==> src/rtl/axis_zoh_pkg.sv <==
`default_nettype none
// ============================================================================
// Module   : axis_zoh_pkg
// Purpose  : Shared types and constants for the ZOH upsampler slice.
//            zoh_state_e    - output FSM state (EMPTY: nothing held yet,
//                             RUN: a frame is being repeated)
//            UNDERRUN_CNT_W - width of the optional underrun statistic
// Revision : 1.0 - initial release
// ============================================================================
package axis_zoh_pkg;

  typedef enum logic {
    EMPTY = 1'b0,
    RUN   = 1'b1
  } zoh_state_e;

  localparam int UNDERRUN_CNT_W = 32;

endpackage : axis_zoh_pkg
`default_nettype wire

==> src/rtl/axis_zoh_if.sv <==
`default_nettype none
// ============================================================================
// Module   : axis_zoh_if
// Purpose  : AXI-Stream bundle used on both sides of the upsampler.
// Ports    : tdata  - CHANNELS*WIDTH packed frame, ch0 in LSBs
//            tvalid - source has a beat
//            tready - sink accepts the beat
//            tlast  - final repeat of a frame (master side only)
//            master modport drives tdata/tvalid/tlast, slave drives tready.
// Revision : 1.0 - initial release
// ============================================================================
interface axis_zoh_if #(
  parameter int DW = 48
);

  logic [DW-1:0] tdata;
  logic          tvalid;
  logic          tready;
  logic          tlast;

  modport master (output tdata, output tvalid, output tlast, input tready);
  modport slave  (input tdata, input tvalid, output tready);

endinterface : axis_zoh_if
`default_nettype wire

==> src/rtl/axis_zoh_pend_slot.sv <==
`default_nettype none
// ============================================================================
// Module   : axis_zoh_pend_slot
// Purpose  : One-entry holding register for the next input frame.
// Ports    : aclk, arst_n - clock, synchronous active-low reset
//            din          - incoming frame
//            load         - an input handshake happened while running
//            consume      - the held frame is being moved into cur
//            bypass       - the input goes straight to cur this cycle, so
//                           the slot must not capture it
//            pend         - stored frame
//            pend_vld     - slot occupied
// Revision : 1.0 - initial release
// ============================================================================
module axis_zoh_pend_slot #(
  parameter int DW = 48
) (
  input  wire logic          aclk,
  input  wire logic          arst_n,
  input  wire logic [DW-1:0] din,
  input  wire logic          load,
  input  wire logic          consume,
  input  wire logic          bypass,
  output logic      [DW-1:0] pend,
  output logic               pend_vld
);

  logic [DW-1:0] r_pend;
  logic          r_pend_vld;
  logic          w_capture;

  assign w_capture = load & ~bypass;

  always_ff @(posedge aclk) begin
    if (!arst_n) begin
      r_pend     <= '0;
      r_pend_vld <= 1'b0;
    end else begin
      if (w_capture) begin
        r_pend <= din;
      end
      // A capture in the same cycle as a consume refills the slot.
      if (w_capture) begin
        r_pend_vld <= 1'b1;
      end else if (consume) begin
        r_pend_vld <= 1'b0;
      end
    end
  end

  assign pend     = r_pend;
  assign pend_vld = r_pend_vld;

endmodule : axis_zoh_pend_slot
`default_nettype wire

==> src/rtl/axis_zoh_upsampler.sv <==
`default_nettype none
// ============================================================================
// Module   : axis_zoh_upsampler
// Purpose  : Multi-channel zero-order-hold upsampler. Every accepted input
//            frame is emitted R times; a one-frame pending slot absorbs input
//            jitter, and on underrun the current frame repeats gap-free.
// Ports    : aclk, arst_n  - clock, synchronous active-low reset
//            s_axis        - input frames (slave)
//            m_axis        - held frames, tlast on the R-th repeat (master)
//            underrun      - 1-cycle pulse after a forced repeat
//            underrun_cnt  - saturating underrun count
//            stats_clr     - synchronous clear of underrun_cnt
// Config   : AXIS_ZOH_STATS_EN - enables the underrun counter; when
//            undefined underrun_cnt is 0 and stats_clr is ignored.
// Revision : 1.0 - initial release
// ============================================================================
module axis_zoh_upsampler
  import axis_zoh_pkg::*;
#(
  parameter int WIDTH    = 24,
  parameter int CHANNELS = 2,
  parameter int R        = 100,
  parameter int PH_W     = $clog2(R + 1)
) (
  input  wire logic                      aclk,
  input  wire logic                      arst_n,
  axis_zoh_if.slave                      s_axis,
  axis_zoh_if.master                     m_axis,
  output logic                           underrun,
  output logic [UNDERRUN_CNT_W-1:0]      underrun_cnt,
  input  wire logic                      stats_clr
);

  localparam int              DW      = WIDTH * CHANNELS;
  localparam logic [PH_W-1:0] PH_LAST = PH_W'(R - 1);

  zoh_state_e      r_state, w_state_nxt;
  logic [DW-1:0]   r_cur, w_cur_nxt;
  logic [PH_W-1:0] r_phase, w_phase_nxt;
  logic [DW-1:0]   w_pend;
  logic            w_pend_vld;
  logic            w_s_hs, w_m_hs, w_last_hs;
  logic            w_pend_load, w_pend_consume, w_pend_bypass;
  logic            w_underrun_evt;
  logic            r_underrun;

  // m_tvalid is exactly "in RUN", so it is a flop output.
  assign w_m_hs    = (r_state == RUN) & m_axis.tready;
  assign w_last_hs = w_m_hs & (r_phase == PH_LAST);

  // Ready only depends on the slot flag and the output side, never on
  // s_tvalid, so no combinational loop through the input handshake.
  assign s_axis.tready = ~w_pend_vld | w_last_hs;
  assign w_s_hs        = s_axis.tvalid & s_axis.tready;

  assign w_pend_load    = (r_state == RUN) & w_s_hs;
  assign w_pend_consume = w_last_hs & w_pend_vld;
  assign w_pend_bypass  = w_last_hs & ~w_pend_vld;

  axis_zoh_pend_slot #(
    .DW (DW)
  ) u_pend_slot (
    .aclk     (aclk),
    .arst_n   (arst_n),
    .din      (s_axis.tdata),
    .load     (w_pend_load),
    .consume  (w_pend_consume),
    .bypass   (w_pend_bypass),
    .pend     (w_pend),
    .pend_vld (w_pend_vld)
  );

  always_comb begin
    w_state_nxt    = r_state;
    w_cur_nxt      = r_cur;
    w_phase_nxt    = r_phase;
    w_underrun_evt = 1'b0;
    case (r_state)
      EMPTY: begin
        if (w_s_hs) begin
          w_cur_nxt   = s_axis.tdata;
          w_phase_nxt = '0;
          w_state_nxt = RUN;
        end
      end
      RUN: begin
        if (w_last_hs) begin
          w_phase_nxt = '0;
          if (w_pend_vld) begin
            w_cur_nxt = w_pend;
          end else if (w_s_hs) begin
            w_cur_nxt = s_axis.tdata;
          end else begin
            // Nothing new to hold: repeat cur and flag it.
            w_underrun_evt = 1'b1;
          end
        end else if (w_m_hs) begin
          w_phase_nxt = r_phase + PH_W'(1);
        end
      end
    endcase
  end

  always_ff @(posedge aclk) begin
    if (!arst_n) begin
      r_state    <= EMPTY;
      r_cur      <= '0;
      r_phase    <= '0;
      r_underrun <= 1'b0;
    end else begin
      r_state    <= w_state_nxt;
      r_cur      <= w_cur_nxt;
      r_phase    <= w_phase_nxt;
      r_underrun <= w_underrun_evt;
    end
  end

  assign m_axis.tvalid = (r_state == RUN);
  assign m_axis.tdata  = r_cur;
  assign m_axis.tlast  = (r_state == RUN) & (r_phase == PH_LAST);
  assign underrun      = r_underrun;

`ifdef AXIS_ZOH_STATS_EN
  logic [UNDERRUN_CNT_W-1:0] r_underrun_cnt;

  // Clear has priority over a same-cycle increment; count saturates.
  always_ff @(posedge aclk) begin
    if (!arst_n || stats_clr) begin
      r_underrun_cnt <= '0;
    end else if (r_underrun && (r_underrun_cnt != '1)) begin
      r_underrun_cnt <= r_underrun_cnt + UNDERRUN_CNT_W'(1);
    end
  end

  assign underrun_cnt = r_underrun_cnt;
`else
  logic w_unused_stats_clr;
  assign w_unused_stats_clr = stats_clr;
  assign underrun_cnt       = '0;
`endif

endmodule : axis_zoh_upsampler
`default_nettype wire
==> src/flat_wrapper.sv <==
// flat-port wrapper written by rule: the top's interface ports become plain ports
module axis_zoh_upsampler_flat import axis_zoh_pkg::*;
#(
  parameter int WIDTH    = 24,
  parameter int CHANNELS = 2,
  parameter int R        = 100,
  parameter int PH_W     = $clog2(R + 1)
)
  (aclk, arst_n, underrun, underrun_cnt, stats_clr, s_axis_tdata, s_axis_tvalid, s_axis_tready, m_axis_tdata, m_axis_tvalid, m_axis_tlast, m_axis_tready);
  axis_zoh_if s_axis_i ();
  axis_zoh_if m_axis_i ();
  input  wire logic aclk;
  input  wire logic arst_n;
  output logic underrun;
  output logic [UNDERRUN_CNT_W-1:0] underrun_cnt;
  input  wire logic stats_clr;
  input wire logic [$bits(s_axis_i.tdata)-1:0] s_axis_tdata;
  input wire logic [$bits(s_axis_i.tvalid)-1:0] s_axis_tvalid;
  output wire logic [$bits(s_axis_i.tready)-1:0] s_axis_tready;
  output wire logic [$bits(m_axis_i.tdata)-1:0] m_axis_tdata;
  output wire logic [$bits(m_axis_i.tvalid)-1:0] m_axis_tvalid;
  output wire logic [$bits(m_axis_i.tlast)-1:0] m_axis_tlast;
  input wire logic [$bits(m_axis_i.tready)-1:0] m_axis_tready;
  assign s_axis_i.tdata = s_axis_tdata;
  assign s_axis_i.tvalid = s_axis_tvalid;
  assign s_axis_tready = s_axis_i.tready;
  assign m_axis_tdata = m_axis_i.tdata;
  assign m_axis_tvalid = m_axis_i.tvalid;
  assign m_axis_tlast = m_axis_i.tlast;
  assign m_axis_i.tready = m_axis_tready;
  axis_zoh_upsampler #(.WIDTH(WIDTH), .CHANNELS(CHANNELS), .R(R), .PH_W(PH_W)) u_core (.aclk(aclk), .arst_n(arst_n), .s_axis(s_axis_i), .m_axis(m_axis_i), .underrun(underrun), .underrun_cnt(underrun_cnt), .stats_clr(stats_clr));
endmodule
==> config.mk <==
export PLATFORM = sky130hd
export DESIGN_NAME = axis_zoh_upsampler_flat
export DESIGN_NICKNAME = d
export VERILOG_FILES = /design/src/rtl/axis_zoh_pkg.sv /design/src/rtl/axis_zoh_if.sv /design/src/rtl/axis_zoh_pend_slot.sv /design/src/rtl/axis_zoh_upsampler.sv /design/src/flat_wrapper.sv
export SDC_FILE = /design/constraint.sdc
export NUM_CORES = 1
export LEC_CHECK = 0
export CAP_MARGIN = 10
export CELL_PAD_IN_SITES_DETAIL_PLACEMENT = 0
export CELL_PAD_IN_SITES_GLOBAL_PLACEMENT = 1
export CORE_ASPECT_RATIO = 1.75
export CORE_MARGIN = 4
export CORE_UTILIZATION = 35
export DETAILED_ROUTE_END_ITERATION = 8
export PLACE_DENSITY = 0.87
export REMOVE_ABC_BUFFERS = 1
export SKIP_CTS_REPAIR_TIMING = 1
export SYNTH_ARGS = -nofsm -noshare
export SYNTH_HDL_FRONTEND = slang
export SYNTH_SLANG_ARGS = --single-unit
==> constraint.sdc <==
create_clock -name aclk -period 4.1 [get_ports aclk]
set_input_delay 0.615 -clock aclk [delete_from_list [all_inputs] [get_ports aclk]]
set_output_delay 0.615 -clock aclk [all_outputs]
set_load 0.005 [all_outputs]
; Word level (Yosys, flattened, before mapping)
; Cells that the tools add are included.
; W data, S select, Z words.
[totals]
mem_bits_rw = 0
word_cells = 41
regBits = 106
romBits = 0
latch_bits = 0
memories = 0
in_bits = 53
output_inout_bits = 84
[classes]
multipliers = 0
reduce_logical = 3
div = 0
n_mux = 13
n_lt_le_gt_ge = 0
n_eq_ne = 4
bitwise = 14
n_shift = 0
n_addsub = 1
[ops]
columns = op, n
row1 = $mux W48, 3
row2 = $pmux W48 S2, 1
row3 = $mux W7, 3
row4 = $pmux W7 S2, 1
row5 = $and A1 B1 Y1, 8
row6 = $add A7 B1 Y7 const B, 1
row7 = $eq A7 B7 Y1 const B, 1
row8 = $mux W1, 5
row9 = $not A1 Y1, 5
row10 = $reduce_or A4 Y1, 1
row11 = $ne A3 B3 Y1 const B, 1
row12 = $ne A2 B1 Y1 const B, 1
row13 = $ne A2 B2 Y1 const B, 1
row14 = $reduce_and A2 Y1, 1
row15 = $reduce_bool A2 Y1, 1
row16 = $or A1 B1 Y1, 1

; Longest topological paths before layout
; Gate-level depths: netlist (run 1).
[depth]
ltp_word = 8
ltp_mapped = 8
ltp_nobuf = 5

; Cells and area by module
; From an unflattened synthesis (run 1), not the netlist that was laid out.
[hier_totals]
hier_cells = 473
area_unflattened_um2 = 4805.9
[modules_own_cells]
columns = module, area_per_inst_um2, seq_area_each_um2, instances, cells_per_inst
row1 = axis_zoh_upsampler, 2850.2, 1141.1, 1, 260
row2 = axis_zoh_pend_slot, 1955.6, 980.9, 1, 213

; Worst setup path before layout (run 1)
; No wires, ideal clock.
[synth_timing]
path_type = reg2reg
startpoint = register u_core.r_phase[2]
endpoint = register u_core.u_pend_slot.r_pend[0] (netlist: u_core.u_pend_slot.pend[0])
n_path_buf = 3
arrival_ns = 1.843
stages_incl_launch_ff = 8
path_slack_ns = 2.185
required_ns = 4.028
period_less_slack_ns = 1.915
setup_time_ns = 0.072
path_cell_list = dfxtp_1 or4b_4 o21ai_0 and4b_1 clkbuf_1 buf_6 buf_6 mux2i_1
[synth_via]
elab_chain_len = 6
elab_cells_between_ends = 8
cone_classes = eq/ne (1) / bitwise (7)
[synth_lines]
columns = element, line
row1 = start: declaration, axis_zoh_upsampler.sv:39  ; logic [PH_W-1:0] r_phase, w_phase_nxt;
row2 = start signal: assignment, axis_zoh_upsampler.sv:113  ; r_phase <= w_phase_nxt;
row3 = $eq A7 B7 Y1 *, axis_zoh_upsampler.sv:49  ; assign w_last_hs = w_m_hs & (r_phase == PH_LAST);
row4 = $and A1 B1 Y1 *, axis_zoh_upsampler.sv:49
row5 = $or A1 B1 Y1, axis_zoh_upsampler.sv:53  ; assign s_axis.tready = ~w_pend_vld | w_last_hs;
row6 = $and A1 B1 Y1, axis_zoh_upsampler.sv:54  ; assign w_s_hs = s_axis.tvalid & s_axis.tready;
row7 = $and A1 B1 Y1, axis_zoh_upsampler.sv:56  ; assign w_pend_load = (r_state == RUN) & w_s_hs;
row8 = $and A1 B1 Y1 *, axis_zoh_pend_slot.sv:32  ; assign w_capture = load & ~bypass;
row9 = end signal: assignment, axis_zoh_pend_slot.sv:40  ; r_pend <= din;
row10 = end: declaration, axis_zoh_pend_slot.sv:28  ; logic [DW-1:0] r_pend;
; Mark *: on every way between the ends. The rest lies on a longest branch, timed or not.
; A chain may end at the register's enable or synchronous reset.

; Worst setup path in the final report (run 1)
[layout_timing]
startpoint = register u_core.r_phase[2]
endpoint = output port s_axis_tready
[layout_via]
elab_chain_len = 3
[layout_lines]
columns = element, line
row1 = $eq A7 B7 Y1, axis_zoh_upsampler.sv:49
row2 = $and A1 B1 Y1, axis_zoh_upsampler.sv:49
row3 = $or A1 B1 Y1, axis_zoh_upsampler.sv:53
row4 = end: declaration, flat_wrapper.sv:19  ; output wire logic [$bits(s_axis_i.tready)-1:0] s_axis_tready;
; Every way passes these cells.

==> flow_summary_export.csv, run 1 <==
group,metric,value,unit
global_routing,first_global_vias,3734,
timing,fin_crit,2.76,ns
finish,layout.nets,603,
timing,post-route-period-util,67.3,%
drt,num_vias,3777,
die,fp.dieH,161,um
yosys,ys_warn_count,0,
power_and_ir_drop,pwr-share-comb,17.3,%
critical_path,worstSetupEndpointType,"output port",
power_and_ir_drop,vdd_drop_max,0.190,mV
worst_hold_path,min_from,"u_core.u_pend_slot.pend[12]",
yosys,synth_most_common_cell,"dfxtp_1",
power_and_ir_drop,clock_power_share,35.5,%
clock_tree,root_buffer,"clkbuf_16",
timing,finalHoldViolCount,0,
yosys,yosysTopAreaCell,"dfxtp_1",
drt,drc,0,
timing,relSlewSlack,25.7,%
finish,utilization,45.9,%
critical_path,start_kind,"flip-flop",
yosys,async_flop_share,0,%
yosys,synth_commonest_cells,"dfxtp_1 (106), nand2_1 (101), mux2i_1 (48), o221a_2 (48), o22a_1 (48)",
power_and_ir_drop,power_switching,0.623,mW
flow_run,drv_cap,0,
die,die-area,0.0154,mm2
finish,area_delta_synth_final,27.5,%
timing,rsz0062_at_grt,"false",
finish,fillers,1247,
critical_path,crit_type,"flip-flop to output port",
finish,drive_gt1_share,14.3,%
place,dp_slack,1.42,ns
yosys,synth_seq_cells,106,
yosys,synth_ff_type,"dfxtp_1",
yosys,yosysSeqAreaShare,45.3,%
power_and_ir_drop,cell_internal_pwr,1.83,mW
yosys,synth_area,0.00468,mm2
timing,tightest_slew,1.11,ns
clock_tree,clock-sinks,106,
global_routing,overflow,0,
timing,setup_viol_count_final,0,
critical_path,worst-endpoint-required,3.48,ns
clock_tree,cts_buffers,9,
timing,final.setup.tns,0,ns
power_and_ir_drop,p_total,2.45,mW
timing,skew,0.0114,ns
timing,holdWs,0.462,ns
drt,drt-total-wl,11.7,mm
drt,drt-pass1-iter-count,4,
worst_hold_path,hp-class,"flip-flop to flip-flop",
yosys,syn_inst,473,
die,start_util,36.0,%
drt,drtAntennaViolNets,0,
timing,layout_setup_ws,1.34,ns
yosys,synth_area_leaders,"dfxtp_1 (45%), o221a_2 (12%), mux2i_1 (10%), o22a_1 (9.0%), nand2_1 (8.1%)",
power_and_ir_drop,p_per_area,410,mW/mm2
die,core-area,0.0130,mm2
clock_tree,cts_tree,"yes",
critical_path,crit_arrival,2.14,ns
global_routing,antenna_found_initial,0,
drt,viasPerCell,5.21,
place,port_buffers,103,
drt,wl_per_cell,16.2,um
power_and_ir_drop,leakage,2.21,nW
critical_path,cp_max_fo,5,
yosys,synth_edf_count,0,
drt,drt_iter0_drc,170,
place,gp_congestion,0.730,
power_and_ir_drop,p_seq_share,47.1,%
timing,max_freq,363,MHz
finish,antenna_cells,0,
critical_path,r2r_start,"u_core.r_phase[2]",
global_routing,grt_usage,15.2,%
die,die_x,95.4,um
die,ioPinCount,137,
yosys,synth_cell_type_count,32,
yosys,avgSynthCellArea,9.90,um2
timing,slew_viol_final,0,
clock_tree,htree_levels,3,
place,dp_hpwl,7.65,mm
critical_path,crit_start,"u_core.r_phase[2]",
outcome,status,"finished, final reports clean",
yosys,synth_top_cell_area_share,45.3,%
global_routing,grt_pass1_wl,18.8,mm
power_and_ir_drop,sw_frac_of_total,25.4,%
clock_tree,clk-insertion-delay-late,0.35,ns
global_routing,grt_max_degree,103,
die,rows,55,
clock_tree,clk_path_buf_depth,2,
clock_tree,clk_pin_slew,0.07,ns
[cell type report]
cell class / instances / area (um2) / area share (%)
repair buffers: 109 / 1090 / 18.2
well taps: 171 / 214 / 3.58
clock inverters: 7 / 73.8 / 1.24
inverters: 4 / 15.0 / 0.251
multi-input cells: 319 / 2230 / 37.4
clock buffers: 9 / 225 / 3.77
flip-flops and latches: 106 / 2120 / 35.5
[path summary, 6_finish.rpt]
| path | to | slack [ns] | depth (start not counted) |
|---|---|---|---|
| setup / recovery | s_axis_tready | 1.34 | 5 |
| hold / removal | u_core.u_pend_slot.pend[12] | 0.46 | 2 |
| setup reg to reg | u_core.m_axis.tdata[7] | 1.96 | 5 |
| hold reg to reg | u_core.u_pend_slot.pend[12] | 0.46 | 2 |
[placed cells by master (no fill, tap or decap), drive strengths merged]
| cell | n |
|---|---|
| a211o | 1 |
| conb | 32 |
| nor4 | 1 |
| o21a | 2 |
| inv | 7 |
| a21oi | 4 |
| nand2 | 101 |
| nand3 | 5 |
| buf | 7 |
| and4b | 1 |
| nor2 | 8 |
| o221a | 48 |
| clkdlybuf4s50 | 102 |
| xor2 | 4 |
| bufinv | 1 |
| or4b | 2 |
| o2111ai | 2 |
| a31oi | 1 |
| ha | 1 |
| mux2i | 48 |
| and2 | 1 |
| clkinvlp | 1 |
| clkbuf | 9 |
| and3 | 1 |
| o22a | 48 |
| o21ai | 4 |
| dfxtp | 106 |
| a211oi | 1 |
| nor3 | 1 |
| clkinv | 2 |
| or3 | 1 |
| nor3b | 1 |
[power groups by stage]
| stage | Combinational [mW] | Sequential [mW] | Clock [mW] |
|---|---|---|---|
| after floorplan | 0.191 | 1.17 | 0 |
| after global placement | 0.418 | 1.17 | 0 |
| after detailed placement | 0.430 | 1.18 | 0 |
| after CTS | 0.431 | 1.15 | 0.907 |
| after global routing | 0.458 | 1.16 | 0.941 |
| final | 0.424 | 1.15 | 0.870 |
[layer usage]
metal	track usage, %	wire [um]	share of wire, %
met4	6.99	342	2.9
met1	17.5	4610	39
met2	27.1	6310	54
met5	0	0	0
met3	2.05	479	4.1
[cells by family after synthesis]
| family | Yosys count | synth area share (%) |
|---|---|---|
| flip-flops | 106 | 45.3 |
| buffers and inverters | 79 | 9.75 |
| AO/OA/AOI/OAI | 111 | 22.7 |
| other | 1 | 0.0801 |
| adder cells (fa/ha/maj) | 1 | 0.267 |
| AND/OR/NAND/NOR | 123 | 10.9 |
| multiplexers | 48 | 10.3 |
| XOR/XNOR | 4 | 0.748 |
[critical path: stages, from the launching register on]
cell and delay [ns]:
dfxtp_1 0.35, or4b_4 0.58, nor2_1 0.22, a21oi_1 0.11, inv_1 0.06, clkdlybuf4s50_1 0.49
[per-stage QoR]
step / area, um2 / std cells
4_1_cts: 5970 / 725
3_5_place_dp: 5670 / 709
2_1_floorplan: 4360 / 429
3_3_place_gp: 5670 / 709
6_report: 5970 / 725
5_1_grt: 5970 / 725
[flip-flops by register name (all words and copies together), names as in the netlist]
name                         flops
u_core.m_axis.tdata             48
u_core.m_axis.tvalid             1
u_core.r_phase                   7
u_core.u_pend_slot.pend         48
u_core.u_pend_slot.pend_vld      1
u_core.underrun                  1
Note: power is estimated with default switching activity, not from simulation.
==> run 2: changes to the inputs <==
Clock period 4.1 ns to 2.65 ns, I/O delays scaled along.
==> flow_summary_export.csv, run 2 (synthesized netlist as in run 1, its figures left out) <==
group,metric,value,unit
critical_path,crit_arrival,2.08,ns
finish,final_common_cell,"dfxtp_1",
die,die_x,95.4,um
critical_path,cp_slowest_cell,"or4b_4",
timing,fin_crit,2.48,ns
power_and_ir_drop,p_per_area,641,mW/mm2
clock_tree,clock-sinks,106,
power_and_ir_drop,vdd_drop_max,0.267,mV
clock_tree,root_buffer,"clkbuf_16",
power_and_ir_drop,power_switching,0.929,mW
finish,multi_input_area,0.00224,mm2
power_and_ir_drop,clock_power_share,36.7,%
power_and_ir_drop,cell_internal_pwr,2.95,mW
worst_hold_path,hp-class,"flip-flop to flip-flop",
place,dp_hpwl,7.68,mm
finish,drive_gt1_share,14.6,%
clock_tree,clk_path_buf_depth,2,
finish,regArea,0.00212,mm2
finish,fillers,1220,
critical_path,crit_type,"flip-flop to output port",
timing,tightest_slew,0.588,ns
power_and_ir_drop,p_seq_share,46.1,%
drt,drtAntennaViolNets,0,
timing,skew,0.00605,ns
timing,relSlewSlack,60.8,%
critical_path,start_kind,"flip-flop",
drt,num_vias,3802,
worst_hold_path,hold_path_end,"u_core.u_pend_slot.pend[46]",
outcome,status,"finished, final reports clean",
critical_path,worst-endpoint-required,2.25,ns
critical_path,critPathTopFamily,"simple AND/OR/NAND/NOR gates",
die,fp.dieH,161,um
timing,holdWs,0.460,ns
critical_path,worstSetupEndpointType,"output port",
power_and_ir_drop,pwr-share-comb,17.2,%
timing,max_freq,403,MHz
drt,drt-total-wl,11.7,mm
die,start_util,36.0,%
clock_tree,cts_buffers,9,
critical_path,cp_max_fo,5,
timing,setup_viol_count_final,0,
place,dp_slack,0.266,ns
place,place_area,0.00572,mm2
critical_path,crit_buf_inv,2,
finish,final_area,0.00604,mm2
timing,layout_setup_ws,0.168,ns
drt,drc,0,
timing,post-route-period-util,93.7,%
drt,drt_iter0_drc,160,
critical_path,timing.rr.end,"u_core.m_axis.tdata[36]",
critical_path,r2r_start,"u_core.r_phase[2]",
place,place_inst,712,
global_routing,antenna_found_initial,0,
clock_tree,clk-insertion-delay-late,0.34,ns
clock_tree,htree_levels,3,
drt,highest_layer,"met4",
drt,dr_wl_met2,6.11,mm
power_and_ir_drop,sw_frac_of_total,24.0,%
finish,antenna_cells,0,
place,gp_congestion,0.780,
worst_hold_path,whs_path_depth,2,
global_routing,overflow,0,
die,die-area,0.0154,mm2
global_routing,grt_pass1_wl,18.8,mm
global_routing,grt_max_degree,90,
finish,final_cell_mix,"dfxtp_1 (106), clkdlybuf4s50_1 (102), nand2_1 (99)",
finish,fin_cells,727,
worst_hold_path,min_from,"u_core.u_pend_slot.pend[46]",
global_routing,first_global_vias,3874,
global_routing,grt_usage,15.4,%
drt,viasPerCell,5.23,
drt,drt-pass1-iter-count,4,
critical_path,reg2reg_setup_slack,0.59,ns
die,core-area,0.0130,mm2
flow_run,drv_cap,0,
timing,slew_viol_final,0,
critical_path,rr_worst_depth,5,
finish,area_delta_synth_final,29.0,%
die,ioPinCount,137,
power_and_ir_drop,leakage,2.23,nW
drt,wl_met3,483,um
clock_tree,clk_pin_slew,0.07,ns
critical_path,slowest_delay,0.58,ns
die,rows,55,
drt,wl_per_cell,16.1,um
timing,rsz0062_at_grt,"false",
finish,utilization,46.4,%
timing,finalHoldViolCount,0,
clock_tree,cts_tree,"yes",
finish,layout.nets,606,
place,port_buffers,103,
critical_path,path_cells,"or4b_4 > nor2_2 > a21oi_1 > inv_1 > clkdlybuf4s50_1",
drt,m1WireLength,4.56,mm
[run 2: tightest hold or removal path: stages, from the launching register on]
cell,delay (ns)
dfxtp_1,0.31
nand2_1,0.05
mux2i_1,0.05
[run 2: area by class of cell]
| class | count | area share, % |
|---|---|---|
| multi-input cells | 319 | 37.0 |
| repair buffers | 112 | 18.8 |
| clock buffers | 11 | 4.02 |
| inverters | 4 | 0.249 |
| clock inverters | 4 | 1.26 |
| well taps | 171 | 3.54 |
| flip-flops and latches | 106 | 35.1 |
[run 2: through the flow]
stage               TNS (ns)  total power [mW]
CTS                        0              3.93
finish                     0              3.87
detailed placement         0              2.49
floorplan             -71.90              2.11
global route               0              4.04
global placement           0              2.48
[run 2: worst max-delay path by stage]
| stage | from | to | slack, ns | cells after the start |
|---|---|---|---|---|
| 2_1_floorplan | u_core.r_phase[2] | u_core.m_axis.tdata[46] | -1.05 | 4 |
| 3_3_place_gp | s_axis_tvalid | u_core.r_phase[5] | 0.31 | 5 |
| 3_5_place_dp | s_axis_tvalid | u_core.r_phase[5] | 0.27 | 5 |
| 4_1_cts | u_core.r_phase[2] | s_axis_tready | 0.10 | 5 |
| 5_1_grt | u_core.r_phase[2] | s_axis_tready | 0.03 | 5 |
| 6_report | u_core.r_phase[2] | s_axis_tready | 0.17 | 5 |
[run 2: routing by layer]
metal,global-route usage (%),vias to the layer above
met5,0,-
met4,9.26,0
met3,2.61,39
met2,26.9,119
met1,17.0,1832
li1,-,1812
[run 2: power groups by stage]
stage          Sequential (mW)  Combinational, mW  Clock (mW)
3_3_place_gp              1.82              0.660           0
2_1_floorplan             1.81              0.295           0
5_1_grt                   1.80              0.724        1.52
4_1_cts                   1.79              0.676        1.47
6_report                  1.79              0.667        1.42
3_5_place_dp              1.82              0.674           0
==> run 3: changes to the inputs <==
--- a/config.mk
+++ b/config.mk
@@ -15,3 +15,2 @@
 export PLACE_DENSITY = 0.87
-export REMOVE_ABC_BUFFERS = 1
 export SKIP_CTS_REPAIR_TIMING = 1
==> constraint.sdc (replaced) <==
create_clock -name aclk -period 2.65 [get_ports aclk]
set_input_delay 0.53 -clock aclk [delete_from_list [all_inputs] [get_ports aclk]]
set_output_delay 0.53 -clock aclk [all_outputs]
set_load 0.005 [all_outputs]
==> flow_summary_export.csv, run 3 (synthesized netlist as in run 1, its figures left out) <==
group,metric,value,unit
critical_path,reg2reg_setup_slack,0.59,ns
power_and_ir_drop,p_per_area,651,mW/mm2
timing,max_freq,388,MHz
timing,finalHoldViolCount,0,
critical_path,worst-endpoint-required,2.12,ns
drt,drt_iter0_drc,159,
critical_path,crit_type,"flip-flop to output port",
drt,wl_per_cell,16.0,um
global_routing,grt_usage,15.1,%
global_routing,overflow,0,
clock_tree,clk_path_buf_depth,2,
worst_hold_path,hp-class,"flip-flop to flip-flop",
clock_tree,clk-insertion-delay-late,0.35,ns
drt,drtAntennaViolNets,0,
drt,num_vias,3783,
place,gp_congestion,0.745,
critical_path,critPathTopFamily,"simple AND/OR/NAND/NOR gates",
critical_path,worstSetupEndpointType,"output port",
timing,skew,0.0122,ns
drt,viasPerCell,5.18,
critical_path,cp_max_fo,5,
finish,drive_gt1_share,15.2,%
clock_tree,cts_buffers,9,
outcome,status,"finished, final reports clean",
power_and_ir_drop,p_total,3.97,mW
clock_tree,cts_tree,"yes",
finish,layout.nets,608,
global_routing,grt_max_degree,79,
critical_path,crit_arrival,2.05,ns
timing,relSlewSlack,62.5,%
critical_path,crit_buf_inv,2,
timing,layout_setup_ws,0.0741,ns
flow_run,drv_cap,0,
global_routing,grt_pass1_wl,18.5,mm
clock_tree,clk_pin_slew,0.07,ns
finish,final_area,0.00609,mm2
drt,drt-total-wl,11.7,mm
die,rows,55,
timing,holdWs,0.460,ns
place,port_buffers,103,
die,fp.dieH,161,um
die,start_util,36.0,%
critical_path,slowest_delay,0.59,ns
drt,drt-pass1-iter-count,6,
finish,final_cell_mix,"dfxtp_1 (106), clkdlybuf4s50_1 (102), nand2_1 (99)",
global_routing,antenna_found_initial,0,
critical_path,cp_slowest_cell,"or4b_4",
timing,setup_viol_count_final,0,
clock_tree,root_buffer,"clkbuf_16",
die,ioPinCount,137,
place,dp_slack,0.290,ns
finish,final_common_cell,"dfxtp_1",
clock_tree,clock-sinks,106,
clock_tree,htree_levels,3,
timing,fin_crit,2.58,ns
place,dp_hpwl,7.61,mm
timing,post-route-period-util,97.2,%
timing,tightest_slew,0.561,ns
place,place_area,0.00575,mm2
critical_path,start_kind,"flip-flop",
power_and_ir_drop,leakage,2.26,nW
timing,slew_viol_final,0,
finish,utilization,46.8,%
finish,antenna_cells,0,
die,core-area,0.0130,mm2
drt,drc,0,
critical_path,path_cells,"or4b_4 > nor2_4 > a21oi_1 > inv_1 > clkdlybuf4s50_1",
global_routing,first_global_vias,3764,
power_and_ir_drop,vdd_drop_max,0.409,mV
die,die_x,95.4,um
die,die-area,0.0154,mm2
timing,rsz0062_at_grt,"false",
finish,area_delta_synth_final,30.1,%
-- run 3: changes by cell type in the layout (fill, tap and decap cells not counted) --
cell | before | now
inv_8 | 0 | 2
and4b_2 | 1 | 0
and4b_4 | 0 | 1
buf_12 | 3 | 4
buf_4 | 7 | 8
clkbuf_1 | 1 | 0
clkbuf_8 | 1 | 0
clkinv_4 | 1 | 2
clkinvlp_4 | 1 | 0
inv_6 | 0 | 1
nor2_2 | 1 | 0
nor2_4 | 0 | 1
-- run 3: through the flow --
stage | instances | setup TNS, ns
after floorplan | 504 | 0
after global placement | 714 | 0
after detailed placement | 714 | 0
after CTS | 730 | -0.0832
after global routing | 730 | 0
final | 730 | 0
-- run 3: worst paths after layout --
check                                   start                          end  depth (start not counted)
setup / recovery            u_core.r_phase[4]                s_axis_tready                          5
hold / removal    u_core.u_pend_slot.pend[34]  u_core.u_pend_slot.pend[34]                          2
setup reg to reg            u_core.r_phase[4]      u_core.m_axis.tdata[24]                          5
hold reg to reg   u_core.u_pend_slot.pend[34]  u_core.u_pend_slot.pend[34]                          2
-- run 3: routing by layer --
layer	vias up	global-route usage, %	wire (um)
li1	1813	-	-
met1	1828	16.7	4620
met2	126	27.8	6280
met4	0	5.44	227
met3	16	3.22	584
met5	-	0	0
-- run 3: layout make-up --
type / count / area (um2)
flip-flops and latches: 106 / 2120
well taps: 171 / 214
clock inverters: 7 / 109
fillers: 1185 / 6920
repair buffers: 114 / 1160
clock buffers: 9 / 225
multi-input cells: 319 / 2240
inverters: 4 / 15.0
-- run 3: power by group --
group	internal, mW	switching (mW)
sequential	1.71	0.0736
clock	0.850	0.658
combinational	0.391	0.283
-- run 3: worst register-to-register path: stages, from the launching register on --
cell,delay (ns)
dfxtp_1,0.34
or4b_4,0.59
o21a_2,0.28
a211oi_4,0.25
buf_12,0.29
o221a_2,0.26
